--- src/rtl/dmem_mmio_pkg.sv ---
// -----------------------------------------------------------------------------
// dmem_mmio_pkg
// Shared constants for the data-memory-mapped display/timer peripheral:
//   - register offsets inside the 32-byte window (word index = addr[4:2])
//   - CTRL / STATUS bit positions
//   - window width in address bits
//   - run state of the counter
// -----------------------------------------------------------------------------
package dmem_mmio_pkg;

  // Register window is 2**WIN_BITS bytes (8 words).
  localparam int WIN_BITS = 5;

  localparam logic [2:0] OFF_DISP    = 3'd0;
  localparam logic [2:0] OFF_CTRL    = 3'd1;
  localparam logic [2:0] OFF_COUNT   = 3'd2;
  localparam logic [2:0] OFF_COMPARE = 3'd3;
  localparam logic [2:0] OFF_STATUS  = 3'd4;
  localparam logic [2:0] OFF_CAPTURE = 3'd5;

  localparam int CTRL_EN      = 0;
  localparam int CTRL_AUTO    = 1;
  localparam int CTRL_IRQEN   = 2;
  localparam int STATUS_MATCH = 0;

  // The EN bit of CTRL is the counter's run state.
  typedef enum logic {
    ST_IDLE = 1'b0,
    ST_RUN  = 1'b1
  } run_state_e;

endpackage

--- src/rtl/dmem_mmio_timer_prescaler.sv ---
// -----------------------------------------------------------------------------
// mmio_prescaler
// Divides clk by PRESC_DIV to produce a one-cycle tick while enabled.
// Ports:
//   clk   in  system clock
//   rst   in  asynchronous active-high reset
//   en    in  counting enable; the count is held at 0 while low
//   clr   in  restart the count at 0 on the next edge
//   tick  out high during the last cycle of each PRESC_DIV-cycle period
// -----------------------------------------------------------------------------
module mmio_prescaler #(
  parameter int PRESC_DIV = 16
) (
  input  logic clk,
  input  logic rst,
  input  logic en,
  input  logic clr,
  output logic tick
);

  localparam int PW = (PRESC_DIV > 1) ? $clog2(PRESC_DIV) : 1;
  localparam logic [PW-1:0] LAST = PW'(PRESC_DIV - 1);

  logic [PW-1:0] presc_q;
  logic [PW-1:0] presc_d;

  assign tick = en & (presc_q == LAST);

  always_comb begin
    presc_d = presc_q;
    if (clr || !en || (presc_q == LAST)) begin
      presc_d = '0;
    end else begin
      presc_d = presc_q + 1'b1;
    end
  end

  always_ff @(posedge clk or posedge rst) begin
    if (rst) begin
      presc_q <= '0;
    end else begin
      presc_q <= presc_d;
    end
  end

endmodule

--- src/rtl/dmem_mmio_timer.sv ---
// -----------------------------------------------------------------------------
// dmem_mmio_timer
// Responder on the CPU data-memory bus providing a display register for the
// 7-segment scanner and a prescaled up-counter with compare/match/interrupt.
//
// Register window (word offset = addr[4:2], addr[1:0] ignored):
//   0 DISP     R/W
//   1 CTRL     R/W  bit0 EN, bit1 AUTO_RELOAD, bit2 IRQ_EN
//   2 COUNT    R/W
//   3 COMPARE  R/W
//   4 STATUS   bit0 MATCH, write 1 to clear
//   5 CAPTURE  RO, only with DMEM_MMIO_TIMER_CAPTURE_EN (COUNT latched on any
//              DISP write); otherwise reads 0
//   6..7       read 0, writes ignored
//
// Ports:
//   clk, rst          clock, asynchronous active-high reset
//   ena, wena         bus strobe and write enable
//   addr, data_in     byte address and write data
//   data_out          combinational read data (0 unless a hit read)
//   disp_out          current DISP value
//   irq               MATCH & IRQ_EN
//
// Optional feature macro: DMEM_MMIO_TIMER_CAPTURE_EN
// -----------------------------------------------------------------------------
module dmem_mmio_timer
  import dmem_mmio_pkg::*;
#(
  parameter logic [31:0] BASE_ADDR = 32'h0000_1000,
  parameter int          PRESC_DIV = 16,
  parameter logic [31:0] DISP_RST  = 32'h0000_0000
) (
  input  logic        clk,
  input  logic        rst,
  input  logic        ena,
  input  logic        wena,
  input  logic [31:0] addr,
  input  logic [31:0] data_in,
  output logic [31:0] data_out,
  output logic [31:0] disp_out,
  output logic        irq
);

  logic        hit;
  logic        wr;
  logic        rd;
  logic [2:0]  off;
  logic        wr_ctrl;
  logic        wr_count;
  logic        presc_clr;
  logic        run_en;
  logic        tick;
  logic        unused_addr_lsbs;

  run_state_e  state_q,   state_d;
  logic        auto_q,    auto_d;
  logic        irqen_q,   irqen_d;
  logic        match_q,   match_d;
  logic [31:0] disp_q,    disp_d;
  logic [31:0] count_q,   count_d;
  logic [31:0] compare_q, compare_d;
  logic [31:0] ctrl_rd;

  assign hit              = (addr[31:WIN_BITS] == BASE_ADDR[31:WIN_BITS]);
  assign off              = addr[WIN_BITS-1:2];
  assign unused_addr_lsbs = ^addr[1:0];
  assign wr               = ena & wena & hit;
  assign rd               = ena & ~wena & hit;
  assign wr_ctrl          = wr & (off == OFF_CTRL);
  assign wr_count         = wr & (off == OFF_COUNT);
  // A CPU write to CTRL or COUNT restarts the prescaler and swallows any
  // tick landing on the same edge.
  assign presc_clr        = wr_ctrl | wr_count;
  assign run_en           = (state_q == ST_RUN);

  mmio_prescaler #(
    .PRESC_DIV(PRESC_DIV)
  ) u_prescaler (
    .clk  (clk),
    .rst  (rst),
    .en   (run_en),
    .clr  (presc_clr),
    .tick (tick)
  );

  assign disp_out = disp_q;
  assign irq      = match_q & irqen_q;

  always_comb begin
    ctrl_rd             = '0;
    ctrl_rd[CTRL_EN]    = run_en;
    ctrl_rd[CTRL_AUTO]  = auto_q;
    ctrl_rd[CTRL_IRQEN] = irqen_q;
  end

`ifdef DMEM_MMIO_TIMER_CAPTURE_EN
  logic [31:0] capture_q, capture_d;

  always_comb begin
    capture_d = capture_q;
    if (wr && (off == OFF_DISP)) begin
      capture_d = count_q;
    end
  end

  always_ff @(posedge clk or posedge rst) begin
    if (rst) begin
      capture_q <= '0;
    end else begin
      capture_q <= capture_d;
    end
  end
`endif

  // Read mux: zero-latency, no side effects.
  always_comb begin
    data_out = '0;
    if (rd) begin
      case (off)
        OFF_DISP:    data_out = disp_q;
        OFF_CTRL:    data_out = ctrl_rd;
        OFF_COUNT:   data_out = count_q;
        OFF_COMPARE: data_out = compare_q;
        OFF_STATUS:  data_out = {31'd0, match_q};
`ifdef DMEM_MMIO_TIMER_CAPTURE_EN
        OFF_CAPTURE: data_out = capture_q;
`endif
        default:     data_out = '0;
      endcase
    end
  end

  // Next state: CPU writes first, then the tick. Ordering the tick last lets a
  // match set override a same-cycle W1C; CTRL/COUNT writes never see a tick.
  always_comb begin
    state_d   = state_q;
    auto_d    = auto_q;
    irqen_d   = irqen_q;
    match_d   = match_q;
    disp_d    = disp_q;
    count_d   = count_q;
    compare_d = compare_q;

    if (wr) begin
      case (off)
        OFF_DISP:    disp_d = data_in;
        OFF_CTRL: begin
          state_d = data_in[CTRL_EN] ? ST_RUN : ST_IDLE;
          auto_d  = data_in[CTRL_AUTO];
          irqen_d = data_in[CTRL_IRQEN];
        end
        OFF_COUNT:   count_d = data_in;
        OFF_COMPARE: compare_d = data_in;
        OFF_STATUS: begin
          if (data_in[STATUS_MATCH]) begin
            match_d = 1'b0;
          end
        end
        default: ;
      endcase
    end

    if (tick && !presc_clr) begin
      if (count_q == compare_q) begin
        match_d = 1'b1;
        if (auto_q) begin
          count_d = '0;
        end else begin
          // One-shot: freeze COUNT at the compare value and stop.
          state_d = ST_IDLE;
        end
      end else begin
        count_d = count_q + 32'd1;
      end
    end
  end

  always_ff @(posedge clk or posedge rst) begin
    if (rst) begin
      state_q   <= ST_IDLE;
      auto_q    <= 1'b0;
      irqen_q   <= 1'b0;
      match_q   <= 1'b0;
      disp_q    <= DISP_RST;
      count_q   <= '0;
      compare_q <= '0;
    end else begin
      state_q   <= state_d;
      auto_q    <= auto_d;
      irqen_q   <= irqen_d;
      match_q   <= match_d;
      disp_q    <= disp_d;
      count_q   <= count_d;
      compare_q <= compare_d;
    end
  end

endmodule

--- config.mk ---
export PLATFORM = sky130hd
export DESIGN_NAME = dmem_mmio_timer
export DESIGN_NICKNAME = d
export VERILOG_FILES = /design/src/rtl/dmem_mmio_pkg.sv /design/src/rtl/dmem_mmio_timer_prescaler.sv /design/src/rtl/dmem_mmio_timer.sv
export SDC_FILE = /design/constraint.sdc
export NUM_CORES = 1
export LEC_CHECK = 0
export BUFFER_PORTS_ARGS = -buffer_cell sky130_fd_sc_hd__buf_2
export CORE_MARGIN = 3
export CORE_UTILIZATION = 35
export DETAILED_ROUTE_END_ITERATION = 10
export SYNTH_ARGS = -nofsm -noshare
export SYNTH_HDL_FRONTEND = slang
export SYNTH_HIERARCHICAL = 1
export SYNTH_SLANG_ARGS = --single-unit
--- constraint.sdc ---
create_clock -name clk -period 5.1 [get_ports clk]
set_input_delay 0.765 -clock clk [delete_from_list [all_inputs] [get_ports clk]]
set_output_delay 0.765 -clock clk [all_outputs]
set_load 0.02 [all_outputs]
==> results of run 1 <==
per-layer routing:
metal / up-vias / wire length [µm]
li1: 2516 / -
met1: 2571 / 8260
met2: 162 / 8330
met3: 12 / 1040
met4: 0 / 121
met5: - / 0
cell usage after synthesis (3+ instances only):
master / number
nand4_1: 12
nor4_1: 16
xor2_1: 33
mux2_2: 66
nand3_1: 18
inv_1: 19
o22ai_1: 4
o211ai_1: 3
a22oi_1: 3
buf_2: 7
and2_1: 5
a211o_1: 5
o21ai_0: 25
nand2_1: 45
nor4b_1: 3
buf_1: 8
dfrtp_1: 104
clkbuf_1: 25
a21o_1: 7
mux2i_1: 34
and3_1: 3
xnor2_1: 5
o31ai_1: 4
nor3_1: 9
or3_1: 4
o21a_1: 5
o41ai_1: 3
a21oi_1: 34
nor2_1: 86
nor2b_1: 4
nand2b_1: 9
stage by stage:
stage                     cell area [µm²]  setup slack [ns]  utilization  total power, W
after floorplan                      6270              1.70            -        0.000884
after global placement               7060              1.08        0.405        0.000934
after detailed placement             7060              1.03        0.405        0.000934
after CTS                            7330              1.03        0.421         0.00159
after global routing                 7330             0.844        0.421         0.00163
final                                7330              1.04        0.421         0.00157
sequential cells by signal, summed over array words and instances, names as in the netlist:
signal               flops
run_en                   1
match_q                  1
u_prescaler/presc_q      4
count_q                 32
compare_q               32
auto_q                   1
disp_out                32
irqen_q                  1
worst max-delay path by stage:
| stage | start | end | slack, ns | cells past startpoint |
|---|---|---|---|---|
| 3_5_place_dp | addr[8] | data_out[14] | 1.03 | 8 |
| 4_1_cts | addr[8] | data_out[14] | 1.03 | 8 |
| 3_3_place_gp | addr[8] | data_out[14] | 1.08 | 8 |
| 6_report | addr[8] | data_out[16] | 1.04 | 8 |
| 5_1_grt | addr[8] | data_out[21] | 0.84 | 8 |
| 2_1_floorplan | addr[27] | data_out[2] | 1.70 | 6 |
report_power, final:
group	switching (W)	internal [W]	leakage (nW)
Clock	0.000312	0.000344	0.130
Sequential	0.0000000000189	0.000824	1.39
Combinational	0.0000600	0.0000324	2.21
worst register-to-register path: cells and delay by family, from the launching register on:
family | cells | cell delay [ns]
and+or+nand+nor | 5 | 1.51
DFF | 1 | 0.46
AOI/OAI and AO/OA | 1 | 0.27
buffers and inverters | 1 | 0.26
xor gates and xnor gates | 1 | 0.23
cells in the final DEF (no fill, tap or decap), types with 11 or more instances in the layout:
| cell type | count |
|---|---|
| xor2_1 | 33 |
| mux2i_1 | 34 |
| buf_4 | 11 |
| nor4_1 | 16 |
| dfrtp_1 | 104 |
| buf_2 | 130 |
| nor2_1 | 86 |
| inv_1 | 18 |
| a21oi_1 | 34 |
| o21ai_0 | 25 |
| nand2_1 | 45 |
| mux2_2 | 66 |
| nand4_1 | 12 |
| nand3_1 | 18 |
final cells by class:
type | count | area, µm² | area share
Clock buffer | 13 | 250 | 0.0342
Clock inverter | 3 | 17.5 | 0.00239
Inverter | 19 | 73.8 | 0.0101
Multi-Input combinational cell | 484 | 3370 | 0.460
Sequential cell | 104 | 2600 | 0.355
Tap cell | 225 | 282 | 0.0384
Timing Repair Buffer | 141 | 733 | 0.100
cell families (layout without fill, tap and decap cells):
family | Yosys count | count (layout)
xor gates and xnor gates | 38 | 38
muxes | 102 | 102
buffers and inverters | 64 | 176
DFF | 104 | 104
AOI/OAI and AO/OA | 108 | 108
and+or+nand+nor | 234 | 234
adders and majority gates | 2 | 2
==> impl_metrics.tcl, run 1 <==
set metrics [dict create \
    fmax_mhz 246 \
    syn_to_final_growth_pct 16.9 \
    grt_pass1_wl_um 28200 \
    ys_types 63 \
    cp_top_family "simple AND/OR/NAND/NOR gates" \
    synthesis.area_um2 6270 \
    drive_above_1_share 0.314 \
    crit_chain "buf_2 > nor4b_1 > nand4_1 > or3_4 > or3_1 > buf_4 > nor2_1 > buf_2" \
    drtAntennaViolNets 0 \
    drv_slew 0 \
    synth_xor_area_frac 0.0531 \
    r2r_start "count_q[2]" \
    cts.sinks 104 \
    leakagePower_nw 3.73 \
    use_met3 0.0405 \
    synthCells 652 \
    clock_skew_ns 0.00536 \
    top_usage_layer "met2" \
    instances_no_fill 989 \
    async_reset_ff_frac 1.00 \
    drt-pass1-iter-count 5 \
    fp.dieW_um 140 \
    yosys.area.top_type "dfrtp_1" \
    cp.required_ns 4.34 \
    cts.clk_slew.worst_paths_ns 0.07 \
    use_met2 0.289 \
    endpoint_kind "primary output" \
    drc 0 \
    grt_overflow 0 \
    ys_ff_latch 104 \
    first_iter_violations 403 \
    reg2reg_slack_ns 2.28 \
    synth_area_leaders "dfrtp_1 42%, mux2_2 12%, mux2i_1 5.4%" \
    post-dp-hpwl_um 12600 \
    nNetsFinal 829 \
    worst_ep_arrival_time_ns 3.29 \
    first_global_vias 5050 \
    crit_path_start_kind "input pin" \
    numCtsBuffers 9 \
    finalCriticalPeriod_ns 4.06 \
    path_buf_inv 3 \
    critPathKind "input pin to primary output" \
    ys_warn_count 6 \
    ir_drop_mv 0.171 \
    netlist.area_leader.share 0.415 \
    wl_per_cell_um 18.0 \
    cpMaxStageDelayCell "or3_1" \
    cts_buffer_depth 2 \
    reg2regPathDepth 8 \
    worstPathMaxFanout 16 \
    cts-hold-fix-buffers 0 \
    use_met1 0.256 \
    io_pins 133 \
    rsz0062_at_grt "false" \
    cpMostUsedCell "buf_2" \
    syn_avg_cell_area_um2 9.61 \
    setup_violations 0 \
    synthAdderAreaFrac 0.00399 \
    synth_compound_area_frac 0.110 \
    cts_tree "done" \
    syn_nets 722 \
    die_area_um2 19500 \
    yosys.area_share.simple 0.190 \
    start_util 0.360 \
    tns_ns 0 \
    whs_ns 0.308 \
    period_share 0.796 \
    status "finished clean" \
    reg2reg_to "count_q[28]" \
    fillers 1777 \
    drt-vias-per-instance 5.32 \
    port_buffers 130 \
    synth_top_family_by_area "simple AND/OR/NAND/NOR gates" \
    hp-class "input pin to asynchronous set/reset pin" \
    die_y_um 140 \
    cts_root_buffer "clkbuf_16" \
    num_rows 48 \
    yosysSeqAreaShare 0.415 \
    maxSlewHeadroom 0.394 \
    maxCapViolations 0 \
    n_antenna_cell 0 \
    gp_congestion 0.819 \
    vias 5261 \
    antenna_found_initial 0 \
    synth_edf_count 0 \
    p_per_area_nw_per_um2 215 \
    hold_viol_final 0 \
    placedCellCount 973 \
    grt_usage 0.181 \
    h-tree-depth 3 \
    grt_max_degree 67 \
    synth_flop_cell "dfrtp_1" \
    coreArea_um2 17400 \
    routed_wl_um 17800 \
    synthMuxAreaShare 0.180 \
    post_cts_resized 0 \
    clk_latency_ns 0.36 \
    post-cts-setup-buffers 0 \
    tightest_slew_ns 0.909 \
    max_stage_delay_ns 0.67 \
]
(Power assumes the default switching activity.)
==> run 2, diff against run 1 <==
- ABC_AREA: unset -> 1
- clock period: 5.1 -> 3.95 ns (I/O delays scaled with it)
==> run 2 against run 1 <==
Against the previous run:
- register-to-register slack got worse by 0.30 ns
- sequential share of layout area fell by 3.6 points
- cell count rose by 47%
- via count rose by 31%
- count of clock-buffer cells in the layout fell by 1
- critical path depth did not move
- sequential cell count did not move
- non-clock buffer count rose by 3
- first-iteration DRC count fell by 7.4%
- combinational power rose by 35%
- wire length rose by 9.9%
- final area rose by 11%
- critical path type unchanged
- critical endpoint is now data_out[18]
==> impl_metrics.tcl, run 2 <==
set metrics [dict create \
    die_y_um 148 \
    drc 0 \
    tns_ns 0 \
    drt-vias-per-instance 4.72 \
    finalCriticalPeriod_ns 2.83 \
    port_buffers 130 \
    worstPathMaxFanout 17 \
    cts_root_buffer "clkbuf_16" \
    start_util 0.360 \
    cts.clk_slew.worst_paths_ns 0.07 \
    drt-pass1-iter-count 5 \
    nNetsFinal 1256 \
    maxCapViolations 0 \
    fmax_mhz 353 \
    synth_flop_cell "dfrtp_1" \
    num_rows 51 \
    fp.dieW_um 148 \
    yosys.cell_count.top_type "nand2_1" \
    post-dp-hpwl_um 14200 \
    cts-hold-fix-buffers 0 \
    hp-class "input pin to asynchronous set/reset pin" \
    synthTopCellsByCount "446 x nand2_1, 123 x o21ai_0, 110 x inv_1" \
    cts_tree "done" \
    wl_per_cell_um 13.4 \
    synth_edf_count 0 \
    ir_drop_mv 0.202 \
    rsz0062_at_grt "false" \
    n_antenna_cell 0 \
    routed_wl_um 19500 \
    hold_viol_final 0 \
    crit_path_start_kind "input pin" \
    first_global_vias 6454 \
    ys_warn_count 6 \
    post_cts_resized 0 \
    pre_cts_ws_ns 1.09 \
    cp.required_ns 3.36 \
    clk_latency_ns 0.36 \
    drtAntennaViolNets 0 \
    grt_max_degree 99 \
    synthCells 1094 \
    h-tree-depth 3 \
    period_share 0.717 \
    antenna_found_initial 0 \
    synth_area_leaders "dfrtp_1 37%, nand2_1 24%, o21ai_0 8.7%" \
    endpoint_kind "primary output" \
    yosys.area.top_type "dfrtp_1" \
    ys_types 34 \
    yosysSeqAreaShare 0.369 \
    synthesis.area_um2 7040 \
    fin_ws_ns 1.12 \
    drive_above_1_share 0.151 \
    die_area_um2 21900 \
    syn_to_final_growth_pct 15.8 \
    post-cts-setup-buffers 0 \
    vias 6873 \
    first_iter_violations 373 \
    final_common_cell "nand2_1" \
    p_per_area_nw_per_um2 265 \
    async_reset_ff_frac 1.00 \
    coreArea_um2 19600 \
    grt_pass1_wl_um 32400 \
    syn_avg_cell_area_um2 6.44 \
    io_pins 133 \
    clock_skew_ns 0.00900 \
    setup_violations 0 \
    critPathKind "input pin to primary output" \
    fillers 2140 \
    cts_buffer_depth 2 \
    status "finished clean" \
    cts.sinks 104 \
    tightest_slew_ns 0.627 \
    layout_common_cells "446 x nand2_1, 130 x buf_2, 123 x o21ai_0" \
    numCtsBuffers 9 \
    drv_slew 0 \
    maxSlewHeadroom 0.580 \
    netlist.area_leader.share 0.369 \
    syn_nets 1164 \
    gp_congestion 0.893 \
    worst_ep_arrival_time_ns 2.24 \
    ys_ff_latch 104 \
    leakagePower_nw 3.94 \
    grt_overflow 0 \
    grt_usage 0.181 \
]
[run 2: cell count changes in the layout (fill, tap and decap cells not counted), moves of 8 or more]
| cell | change |
|---|---|
| inv_1 | +91 |
| xnor2_1 | +8 |
| a21oi_1 | -24 |
| a31oi_1 | +26 |
| o21ai_1 | +8 |
| o21ai_0 | +98 |
| mux2i_1 | -34 |
| nand2_1 | +401 |
| mux2_2 | -66 |
| nand2b_1 | -9 |
| nor4_1 | -15 |
| nor3_1 | +8 |
[run 2: cell type report]
type	instances	area, µm²	share of cell area
Clock buffer	12	267	0.0327
Inverter	114	430	0.0528
Timing Repair Buffer	144	768	0.0942
Tap cell	265	332	0.0407
Clock inverter	4	51.3	0.00629
Multi-Input combinational cell	813	3710	0.454
Sequential cell	104	2600	0.319
[run 2: cells by family after synthesis]
logic type,share of synthesized area
AO/OA/AOI/OAI,0.133
XOR/XNOR,0.0547
AND/OR/NAND/NOR,0.334
flip-flops,0.369
adder cells (fa/ha/maj),0.00355
buffers and inverters,0.105
[run 2: metrics by stage]
stage	total power, W	hold WS, ns	util	cells	cell area, µm²
floorplan	0.00115	0.359	-	1094	7040
global placement	0.00121	0.472	0.400	1440	7840
detailed placement	0.00121	0.477	0.400	1440	7840
CTS	0.00218	0.0892	0.416	1456	8160
global route	0.00224	0.0995	0.416	1456	8160
finish	0.00216	0.0952	0.416	1456	8160
[run 2: critical path, stage by stage]
cell and delay, ns:
buf_2 0.14, inv_1 0.10, nand2_1 0.08, clkinv_1 0.49
buf_4 0.43, a21oi_1 0.17, nor2_1 0.06, buf_2 0.16
[run 2: routing by layer]
metal  GRT usage  vias up  wire length, µm
met3      0.0279       16              994
met4      0.0480        0              226
li1            -     3596                -
met1       0.250     3104             9520
met2       0.297      157             8780
met5           0        -                0
[run 2: final timing paths]
kind                       slack (ns)                endpoint  cells after the start                   start
max in group asynchronous        3.11             count_q[13]                      3                     rst
setup reg to reg                 1.98             count_q[24]                     11              count_q[0]
hold / removal                    0.1            disp_out[31]                      2                     rst
hold reg to reg                  0.50  u_prescaler/presc_q[0]                      1  u_prescaler/presc_q[0]
setup / recovery                 1.12            data_out[18]                      8                 addr[4]
min in group clk                 0.50  u_prescaler/presc_q[0]                      1  u_prescaler/presc_q[0]
[run 2: report_power, final]
group	internal, W	total, W	switching (W)
Combinational	0.0000411	0.000125	0.0000841
Clock	0.000544	0.000971	0.000426
Sequential	0.00106	0.00106	0.0000000000303
==> run 3, diff against run 2 <==
- clock period: 3.95 -> 2.8 ns (I/O delays scaled with it)
==> run 3 against run 2 <==
Against the previous run:
- final area is 0.21% higher
- critical path depth is 2 higher
- power is 36% higher
- via count is 0.76% higher
- wire length hardly changed
- sequential power is 42% higher
- register-to-register slack worse by 1.3 ns
- cell count hardly changed
- first-iteration DRC count is 17% lower
- die area stayed put
==> impl_metrics.tcl, run 3 (synthesis gave the netlist of run 2 again) <==
set metrics [dict create \
    h-tree-depth 3 \
    grt_pass1_wl_um 32500 \
    wl_per_cell_um 13.4 \
    post-dp-hpwl_um 14200 \
    crit_path_start_kind "input pin" \
    coreArea_um2 19600 \
    grt_max_degree 101 \
    cts_buffer_depth 2 \
    fp.dieW_um 148 \
    cts.clk_slew.worst_paths_ns 0.07 \
    fillers 2132 \
    fmax_mhz 445 \
    reg2reg_slack_ns 0.68 \
    seq_area_um2 2600 \
    worstPathMaxFanout 20 \
    clk_latency_ns 0.35 \
    holdPathStages 3 \
    grt_usage 0.179 \
    drt-pass1-iter-count 5 \
    placed_cell_area_um2 7880 \
    finalInstanceArea_um2 8170 \
    layout_common_cells "446 x nand2_1, 130 x buf_2, 123 x o21ai_0" \
    antenna_found_initial 0 \
    post-cts-setup-buffers 0 \
    post_cts_resized 0 \
    tightest_slew_ns 0.572 \
    status "finished clean" \
    die_y_um 148 \
    multi_input_area_um2 3710 \
    crit_start "addr[17]" \
    grt_overflow 0 \
    leakagePower_nw 3.94 \
    drv_slew 0 \
    die_area_um2 21900 \
    num_rows 51 \
    vias 6925 \
    ir_drop_mv 0.309 \
    tns_ns 0 \
    syn_to_final_growth_pct 16.0 \
    drtAntennaViolNets 0 \
    cp.required_ns 2.38 \
    gp_congestion 0.885 \
    port_buffers 130 \
    period_share 0.802 \
    setup_violations 0 \
    p_per_area_nw_per_um2 360 \
    reg2regPathDepth 13 \
    first_iter_violations 308 \
    finalCriticalPeriod_ns 2.25 \
    first_global_vias 6518 \
    hold_end "disp_out[13]" \
    min_from "data_in[13]" \
    drt-vias-per-instance 4.75 \
    n_antenna_cell 0 \
    drive_above_1_share 0.149 \
    hold_viol_final 0 \
    cts_tree "done" \
    r2r_start "count_q[0]" \
    maxSlewHeadroom 0.617 \
    worst_ep_arrival_time_ns 1.83 \
    drc 0 \
    rsz0062_at_grt "false" \
    reg2reg_to "count_q[14]" \
    numCtsBuffers 9 \
    nNetsFinal 1257 \
    critPathKind "input pin to primary output" \
    routed_wl_um 19500 \
    endpoint_kind "primary output" \
    clock_skew_ns 0.00797 \
    maxCapViolations 0 \
    cts_root_buffer "clkbuf_16" \
    hp-class "input pin to flip-flop" \
    cts.sinks 104 \
    start_util 0.360 \
    final_common_cell "nand2_1" \
    io_pins 133 \
]
==> run 3: worst max path at each step <==
stage               slack, ns      endpoint  cells past startpoint
finish                   0.55  data_out[31]                     10
global route             0.37  data_out[16]                     10
CTS                      0.53  data_out[20]                     10
detailed placement       0.52    count_q[6]                     10
global placement         0.55  data_out[21]                     10
floorplan                0.72  data_out[13]                      6
==> run 3: final cells by class <==
type	instances	area share
multi-input combinational	813	0.453
timing repair buffer	145	0.0998
clock inverter	2	0.00153
clock buffer	14	0.0335
tap	265	0.0406
sequential	104	0.318
inverter	114	0.0528
==> run 3: per-layer routing <==
layer,GRT usage,part of all wire,up-vias
met5,0,0,-
met3,0.0322,0.051,16
met2,0.294,0.45,164
li1,-,-,3584
met4,0.0337,0.010,0
met1,0.252,0.49,3161
==> run 3: what timing repair did <==
action                                  in CTS  in global routing
endpoints found under the setup margin       0                  0
hold buffers                                 1                  0
hold endpoints to repair                     4                  0
==> run 3: critical path, cell delays in order <==
cell,delay [ns]
buf_2,0.11
nor2_1,0.10
nand2_1,0.07
nor2_1,0.12
nand2_1,0.06
nor3_1,0.20
nand2_1,0.12
buf_4,0.23
a31oi_1,0.19
buf_2,0.20
==> run 3: power by group <==
part           internal [W]     switching, W
sequential          0.00150  0.0000000000429
combinational     0.0000610         0.000119
clock              0.000678         0.000586
total               0.00224         0.000705
==> run 3: through the flow <==
stage                     cells  utilization  hold WS, ns  power (W)  worst slack [ns]
after floorplan            1094            -        0.186    0.00162             0.715
after global placement     1440        0.402        0.344    0.00171             0.551
after detailed placement   1440        0.402        0.347    0.00171             0.519
after CTS                  1457        0.417        0.338    0.00298             0.534
after global routing       1457        0.417        0.359    0.00306             0.366
final                      1457        0.417        0.350    0.00294             0.553
